===== config.mk =====
export PLATFORM = sky130hd
export DESIGN_NAME = intr_ack_seq_flat
export DESIGN_NICKNAME = d
export VERILOG_FILES = /design/src/rtl/intr_ack_seq_if.sv /design/src/rtl/intr_ack_seq.sv /design/src/flat_wrapper.sv
export SDC_FILE = /design/constraint.sdc
export NUM_CORES = 1
export LEC_CHECK = 0
export BUFFER_PORTS_ARGS = -buffer_cell sky130_fd_sc_hd__buf_2
export CORE_MARGIN = 2
export CORE_UTILIZATION = 50
export CTS_BUF_LIST = sky130_fd_sc_hd__clkbuf_4
export CTS_CLUSTER_SIZE = 30
export DETAILED_ROUTE_END_ITERATION = 10
export PLACE_DENSITY = 0.76
export SYNTH_ARGS = -nofsm -noshare
export SYNTH_HDL_FRONTEND = slang
export SYNTH_SLANG_ARGS = --single-unit
export TNS_END_PERCENT = 20

===== constraint.sdc =====
create_clock -name clk -period 2.3 [get_ports clk]
set_input_delay 0.23 -clock clk [delete_from_list [all_inputs] [get_ports clk]]
set_output_delay 0.23 -clock clk [all_outputs]
set_load 0.1 [all_outputs]

===== src/rtl/intr_ack_seq_if.sv =====
// intr_ack_seq_if: bus between the CPU core / 8259 side and the interrupt
// acknowledge sequencer. The optional nmi line exists only when
// INTR_ACK_NMI_EN is defined.
interface intr_ack_seq_if;
   logic       intr;            // level request from the PIC int output
   logic       if_flag;         // CPU interrupt-enable flag
   logic       instr_boundary;  // one-cycle pulse between instructions
   logic [7:0] d_in;            // data bus as read by the CPU
   logic       inta_n;          // acknowledge to the PIC, active low
   logic [7:0] vec;             // captured vector
   logic       vec_valid;       // vec holds a fresh vector
   logic       vec_ack;         // core consumed vec
   logic       busy;            // sequencer not idle
`ifdef INTR_ACK_NMI_EN
   logic       nmi;             // non-maskable interrupt, edge triggered

   // Core / PIC side of the link
   modport master (
      output intr, if_flag, instr_boundary, d_in, vec_ack, nmi,
      input  inta_n, vec, vec_valid, busy
   );

   // Sequencer side of the link
   modport slave (
      input  intr, if_flag, instr_boundary, d_in, vec_ack, nmi,
      output inta_n, vec, vec_valid, busy
   );
`else
   // Core / PIC side of the link
   modport master (
      output intr, if_flag, instr_boundary, d_in, vec_ack,
      input  inta_n, vec, vec_valid, busy
   );

   // Sequencer side of the link
   modport slave (
      input  intr, if_flag, instr_boundary, d_in, vec_ack,
      output inta_n, vec, vec_valid, busy
   );
`endif
endinterface


===== src/rtl/intr_ack_seq.sv =====
// intr_ack_seq: CPU-side interrupt acknowledge sequencer placed after an 8259
// PIC. At an instruction boundary with IF set it runs the 8088-style two-pulse
// INTA sequence, captures the vector byte during the second pulse and offers
// it to the core with a valid/ack handshake.
// Optional feature macro: INTR_ACK_NMI_EN adds an edge-triggered nmi input
// that is serviced at an instruction boundary with the fixed vector 8'h02 and
// without any INTA pulses.
module intr_ack_seq #(
   parameter int INTA_LOW_CYC = 2,   // clocks inta_n is low per pulse, 1..15
   parameter int INTA_GAP_CYC = 2    // clocks inta_n is high between pulses, 1..15
) (
   input  logic          clk,
   input  logic          reset,
   intr_ack_seq_if.slave bus
);

   typedef enum logic [2:0] {
      ST_IDLE = 3'd0,
      ST_ACK1 = 3'd1,
      ST_GAP  = 3'd2,
      ST_ACK2 = 3'd3,
      ST_HOLD = 3'd4
   } state_t;

   // The counter is loaded with N-1 on entry and the phase ends when it reads
   // zero, so each phase lasts exactly N clocks.
   localparam logic [3:0] LOW_LOAD = 4'(INTA_LOW_CYC - 1);
   localparam logic [3:0] GAP_LOAD = 4'(INTA_GAP_CYC - 1);
   localparam logic [7:0] NMI_VEC  = 8'h02;

   // Out-of-range timing parameters would wrap the 4-bit counter; stop elaboration.
   if ((INTA_LOW_CYC < 1) || (INTA_LOW_CYC > 15)) begin : g_bad_low_cyc
      $error("intr_ack_seq: INTA_LOW_CYC must be in 1..15");
   end
   if ((INTA_GAP_CYC < 1) || (INTA_GAP_CYC > 15)) begin : g_bad_gap_cyc
      $error("intr_ack_seq: INTA_GAP_CYC must be in 1..15");
   end

   state_t     state_q;
   logic [3:0] cnt_q;
   logic       inta_n_q;
   logic [7:0] vec_q;
   logic       vec_valid_q;
   logic       busy_q;

   logic       accept_intr;   // maskable request taken this cycle
   logic       accept_nmi;    // pending NMI taken this cycle

   // A maskable request counts only when all three qualifiers coincide; a
   // request without a boundary is not remembered since intr is a level.
   assign accept_intr = bus.intr & bus.if_flag & bus.instr_boundary;

`ifdef INTR_ACK_NMI_EN
   logic nmi_prev_q;
   logic nmi_pend_q;
   logic nmi_rise;

   assign nmi_rise   = bus.nmi & ~nmi_prev_q;
   // NMI ignores if_flag and wins over intr whenever the sequencer is idle.
   assign accept_nmi = bus.instr_boundary & nmi_pend_q & (state_q == ST_IDLE);

   // Edge detector and pending flag; a new edge wins over a same-cycle clear
   // so it is never lost.
   always_ff @(posedge clk or posedge reset) begin
      if (reset) begin
         nmi_prev_q <= 1'b0;
         nmi_pend_q <= 1'b0;
      end else begin
         nmi_prev_q <= bus.nmi;
         if (nmi_rise) begin
            nmi_pend_q <= 1'b1;
         end else if (accept_nmi) begin
            nmi_pend_q <= 1'b0;
         end else begin
            nmi_pend_q <= nmi_pend_q;
         end
      end
   end
`else
   assign accept_nmi = 1'b0;
`endif

   // Sequencer FSM: state, phase counter and all registered outputs. Reset is
   // asynchronous so inta_n is released immediately even mid-pulse.
   always_ff @(posedge clk or posedge reset) begin
      if (reset) begin
         state_q     <= ST_IDLE;
         cnt_q       <= 4'd0;
         inta_n_q    <= 1'b1;
         vec_q       <= 8'h00;
         vec_valid_q <= 1'b0;
         busy_q      <= 1'b0;
      end else begin
         case (state_q)
            ST_IDLE: begin
               if (accept_nmi) begin
                  // NMI skips the bus cycles and presents its fixed vector.
                  state_q     <= ST_HOLD;
                  vec_q       <= NMI_VEC;
                  vec_valid_q <= 1'b1;
                  busy_q      <= 1'b1;
               end else if (accept_intr) begin
                  state_q  <= ST_ACK1;
                  cnt_q    <= LOW_LOAD;
                  inta_n_q <= 1'b0;
                  busy_q   <= 1'b1;
               end else begin
                  state_q <= ST_IDLE;
               end
            end

            ST_ACK1: begin
               // First pulse: the PIC freezes its priority resolution.
               if (cnt_q == 4'd0) begin
                  state_q  <= ST_GAP;
                  cnt_q    <= GAP_LOAD;
                  inta_n_q <= 1'b1;
               end else begin
                  cnt_q <= cnt_q - 4'd1;
               end
            end

            ST_GAP: begin
               if (cnt_q == 4'd0) begin
                  state_q  <= ST_ACK2;
                  cnt_q    <= LOW_LOAD;
                  inta_n_q <= 1'b0;
               end else begin
                  cnt_q <= cnt_q - 4'd1;
               end
            end

            ST_ACK2: begin
               // Second pulse: the PIC drives the vector; it is captured on
               // the edge closing the last low cycle, whatever the bus holds
               // (a dropped request yields the PIC's spurious vector).
               if (cnt_q == 4'd0) begin
                  state_q     <= ST_HOLD;
                  cnt_q       <= 4'd0;
                  inta_n_q    <= 1'b1;
                  vec_q       <= bus.d_in;
                  vec_valid_q <= 1'b1;
               end else begin
                  cnt_q <= cnt_q - 4'd1;
               end
            end

            ST_HOLD: begin
               // vec stays stable until consumed and is kept afterwards.
               if (bus.vec_ack) begin
                  state_q     <= ST_IDLE;
                  vec_valid_q <= 1'b0;
                  busy_q      <= 1'b0;
               end else begin
                  state_q <= ST_HOLD;
               end
            end

            default: begin
               state_q     <= ST_IDLE;
               cnt_q       <= 4'd0;
               inta_n_q    <= 1'b1;
               vec_valid_q <= 1'b0;
               busy_q      <= 1'b0;
            end
         endcase
      end
   end

   assign bus.inta_n    = inta_n_q;
   assign bus.vec       = vec_q;
   assign bus.vec_valid = vec_valid_q;
   assign bus.busy      = busy_q;

endmodule


===== src/flat_wrapper.sv =====
// flat-port wrapper written by rule: the top's interface ports become plain ports
module intr_ack_seq_flat 
#(
   parameter int INTA_LOW_CYC = 2,                                           
   parameter int INTA_GAP_CYC = 2                                                  
)
  (clk, reset, bus_intr, bus_if_flag, bus_instr_boundary, bus_d_in, bus_vec_ack, bus_inta_n, bus_vec, bus_vec_valid, bus_busy);
  intr_ack_seq_if bus_i ();
  input  logic clk;
  input  logic reset;
  input wire logic [$bits(bus_i.intr)-1:0] bus_intr;
  input wire logic [$bits(bus_i.if_flag)-1:0] bus_if_flag;
  input wire logic [$bits(bus_i.instr_boundary)-1:0] bus_instr_boundary;
  input wire logic [$bits(bus_i.d_in)-1:0] bus_d_in;
  input wire logic [$bits(bus_i.vec_ack)-1:0] bus_vec_ack;
  output wire logic [$bits(bus_i.inta_n)-1:0] bus_inta_n;
  output wire logic [$bits(bus_i.vec)-1:0] bus_vec;
  output wire logic [$bits(bus_i.vec_valid)-1:0] bus_vec_valid;
  output wire logic [$bits(bus_i.busy)-1:0] bus_busy;
  assign bus_i.intr = bus_intr;
  assign bus_i.if_flag = bus_if_flag;
  assign bus_i.instr_boundary = bus_instr_boundary;
  assign bus_i.d_in = bus_d_in;
  assign bus_i.vec_ack = bus_vec_ack;
  assign bus_inta_n = bus_i.inta_n;
  assign bus_vec = bus_i.vec;
  assign bus_vec_valid = bus_i.vec_valid;
  assign bus_busy = bus_i.busy;
  intr_ack_seq #(.INTA_LOW_CYC(INTA_LOW_CYC), .INTA_GAP_CYC(INTA_GAP_CYC)) u_core (.clk(clk), .reset(reset), .bus(bus_i));
endmodule

# After elaboration in Yosys (flattened, before gate mapping)
# Cells that the tools add are included.
[word_totals]
reg_bits = 18
in_bits = 14
out_inout_bits = 11
elab_cells = 52
[classes]
add_sub_neg = 1
eq_ne = 10
n_mux = 18
n_bitwise = 5
n_reduce_logical = 12
[op_table]
columns = ["op", "n"]
rows = [
  ["one-hot mux 4 bit (4 select lines)", 1],
  ["one-hot mux 3 bit (5 select lines)", 1],
  ["two-way mux 3 bit", 4],
  ["two-way mux 4 bit", 3],
  ["!= test 2 x 1 -> 1 bit, second input constant", 5],
  ["AND reduction 3 bit", 3],
  ["== test 3 x 2 -> 1 bit, second input constant", 2],
  ["two-way mux 1 bit", 6],
  ["one-hot mux 1 bit (3 select lines)", 2],
  ["OR reduction 3 bit", 2],
  ["zero test 4 bit", 1],
  ["one-hot mux 1 bit (4 select lines)", 1],
  ["AND reduction 2 bit", 2],
  ["AND reduction 4 bit", 1],
  ["OR reduction 2 bit", 2],
  ["subtractor 4 x 1 -> 4 bit, second input constant", 1],
  ["== test 3 x 1 -> 1 bit, second input constant", 1],
  ["== test 3 bit, second input constant", 1],
  ["zero test 3 bit", 1],
  ["NOT 1 bit", 3],
  ["AND 1 bit", 2],
  ["!= test 2 bit, second input constant", 1],
]

# Logic depth before layout (Yosys ltp)
[logic_depth]
depth_word = 4
ltp_mapped = 5
ltp_nobuf = 5

# Worst setup path after synthesis
# No wires, ideal clock.
[synth_path]
kind = "register to register"
from = "register u_core.state_q[2]"
to = "register u_core.vec_q[3], in the netlist u_core.bus.vec[3]"
setup_time_ns = 0.125
t_arrival_ns = 1.489
required_time_ns = 2.175
setup_slack_ns = 0.686
path_stages_with_launch = 4
n_path_buf = 0
synth_period_minus_slack_ns = 1.614
path_cell_list = "dfrtp_1 > nand3b_2 > nor4b_4 > mux2_2"
[synth_via]
elab_chain_cells = 2
[synth_rtl]
columns = ["element", "line_no", "text"]
rows = [
  ["start, declared", "intr_ack_seq.sv:39", "state_t state_q;"],
  ["start signal, assigned", "intr_ack_seq.sv:87", "state_q <= ST_IDLE;"],
  ["start signal, assigned", "intr_ack_seq.sv:98", "state_q <= ST_HOLD;"],
  ["start signal, assigned", "intr_ack_seq.sv:103", "state_q <= ST_ACK1;"],
  ["== test 3 x 2 -> 1 bit", "intr_ack_seq.sv:94", "case (state_q)"],
  ["AND reduction 2 bit (no source line)", "-", ""],
  ["end signal, assigned", "intr_ack_seq.sv:141", "vec_q <= bus.d_in;"],
  ["end, declared", "intr_ack_seq.sv:42", "logic [7:0] vec_q;"],
]
# No other way between the ends.
# A chain may end at the register's enable or synchronous reset.

# Worst setup path after layout
[layout_path]
from = "register u_core.state_q[1]"
to = "register u_core.vec_q[4], in the netlist u_core.bus.vec[4]"
# Same word-level chain as after synthesis.

==> metrics.yaml <==
status: "finished, final reports clean"
final_cells: 115
n_fill_cell: 140
drc: 0
cp.required_ns: 2.49
endpoint_kind: "flop"
cts_tree: "done"
routed-wl-met2_um: 734
syn-cell-area_um2: 868
syn_inst: 71
regArea_um2: 452
synth_most_common_cell: "dfrtp_1"
grt_pass1_wl_mm: 2.66
syn_nets: 87
setup_violations: 0
io-pin-count: 25
ys_seq_area_share_pct: 52.0
grt_max_degree: 19
grt_use_total_pct: 18.4
final_antenna_net_count: 0
vias_per_cell: 5.44
relSlewSlack_pct: 55.3
place_congestion: 0.718
core_area_um2: 1670
grt_pass1_vias: 588
top_layer: "met4"
wl_per_cell_um: 13.8
drv_slew: 0
max-clock-path-buffers: 2
initial_core_util_pct: 52.0
place_inst: 111
drtIter0Drc: 19
yosysTopAreaCell: "dfrtp_1"
synth_commonest_cells: "dfrtp_1, inv_1, mux2_2, nor3_1"
area_growth_pct: 19.2
yosys-top-cells-area: "dfrtp_1, mux2_2, mux2_1"
drt_wl_total_mm: 1.59
start_kind: "flop"
antenna_found_initial: 0
rows: 15
finalSetupTns_ns: 0
wl_met3_um: 60
dp_hpwl_mm: 1.18
crit_type: "flop to flop"
drive_gt1_share_pct: 37.8
cts_buffers: 3
ys_warn_count: 0
die_y_um: 45.7
drt_pass1_iterations: 4
cts.sinks: 18
synth_ff_type: "dfrtp_1"
die_x_um: 45.7
fin_area_um2: 1030
hold_viol_final: 0
synth-edff-count: 0
rsz0062_at_grt: "false"
tightest_slew_ns: 0.669
multi_input_area_um2: 382
num_antenna_cells: 0
ys_seq_elements: 18
clock_latency_ns: 0.29
place_area_um2: 1010
die_area_um2: 2090
grt_overflow: 0
post_cts_resized: 0
finalCritPeriodShare_pct: 76.6
hold_buffers: 0
synth_cell_type_count: 34
max_cap_violations: 0
syn_area_per_cell_um2: 12.2
port_buffers: 24
postCtsSetupRepairBufs: 0
hold_path.class: "input pin to async pin"
clk_pin_slew_worst_paths_ns: 0.10
num_vias: 626
wl_met1_um: 749
h-tree-depth: 1
hold_ws_ns: 0.0163
crit_fanout: 9
yosysTopAreaCellShare_pct: 49.0
nets: 115
synthArstFlopShare_pct: 100
max_freq_mhz: 568
finalClockSkew_ns: 0.00197
cp.arrival_ns: 1.95
fin_crit_ns: 1.76
cts_root_buf: "clkbuf_4"
[area by class of cell]
class	instances	share of cell area (%)
Inverter	5	1.81
Sequential cell	18	43.7
Clock inverter	1	0.363
Tap cell	17	2.06
Timing Repair Buffer	26	13.1
Multi-Input combinational cell	45	36.9
Clock buffer	3	2.18
[cell families (layout without fill, tap and decap cells)]
group | Yosys count | in the layout | synth area share [%]
XOR/XNOR | 2 | 2 | 2.02
flip-flops | 18 | 18 | 52.0
AND/OR/NAND/NOR | 17 | 17 | 14.7
adder cells (fa/ha/maj) | 2 | 2 | 2.88
multiplexers | 8 | 8 | 10.4
AO/OA/AOI/OAI | 16 | 16 | 14.0
buffers and inverters | 8 | 35 | 4.03
[worst max-delay path, stage by stage, from the launching register on]
cell and delay (ns):
dfrtp_1 0.53, nand3b_2 0.15, nor4b_4 0.57, mux2_2 0.40
[worst paths after layout]
check	from	endpoint	slack [ns]	cells past startpoint
max reg2reg	u_core.state_q[1]	u_core.bus.vec[4]	0.54	3
min reg2reg	u_core.bus.vec[1]	u_core.bus.vec[1]	0.49	1
min in group clk	bus_d_in[1]	u_core.bus.vec[1]	0.15	2
max in group asynchronous	reset	u_core.state_q[1]	1.86	2
min	reset	u_core.bus.vec[1]	0.02	2
max	u_core.state_q[1]	u_core.bus.vec[4]	0.54	3
[flip-flops by register name, indices dropped and copies added, names as in the netlist]
signal	cells
u_core.bus.vec	8
u_core.cnt_q	4
u_core.bus.inta_n	1
u_core.bus.vec_valid	1
u_core.bus.busy	1
u_core.state_q	3
[layout by cell type, fill, tap and decap left out, types with 2 or more instances in the layout]
cell | synthesis | final
inv_1 | 5 | 5
nor2_1 | 2 | 2
buf_2 | 1 | 24
a21o_1 | 2 | 2
ha_1 | 2 | 2
a22o_1 | 3 | 3
buf_4 | 1 | 2
nor3_1 | 5 | 5
mux2_1 | 3 | 3
nand2b_1 | 2 | 2
clkbuf_4 | 0 | 3
dfrtp_1 | 17 | 17
mux2_2 | 5 | 5
nor3b_1 | 2 | 2
[metrics by stage]
stage | utilization [%] | setup WS [ns]
floorplan | - | 0.686
global placement | 60.4 | 0.564
detailed placement | 60.4 | 0.544
CTS | 61.9 | 0.524
global route | 61.9 | 0.385
finish | 61.9 | 0.538
[metal layers]
metal  global-route usage (%)  vias to the layer above
met5                        0                        -
met4                     12.4                        0
met3                     3.57                        4
met2                     27.3                       14
met1                     24.1                      289
li1                         -                      319
Power is left out: the tool's default activity adds up to more than one toggle a clock period on the data nets, which glitch-free logic cannot reach.
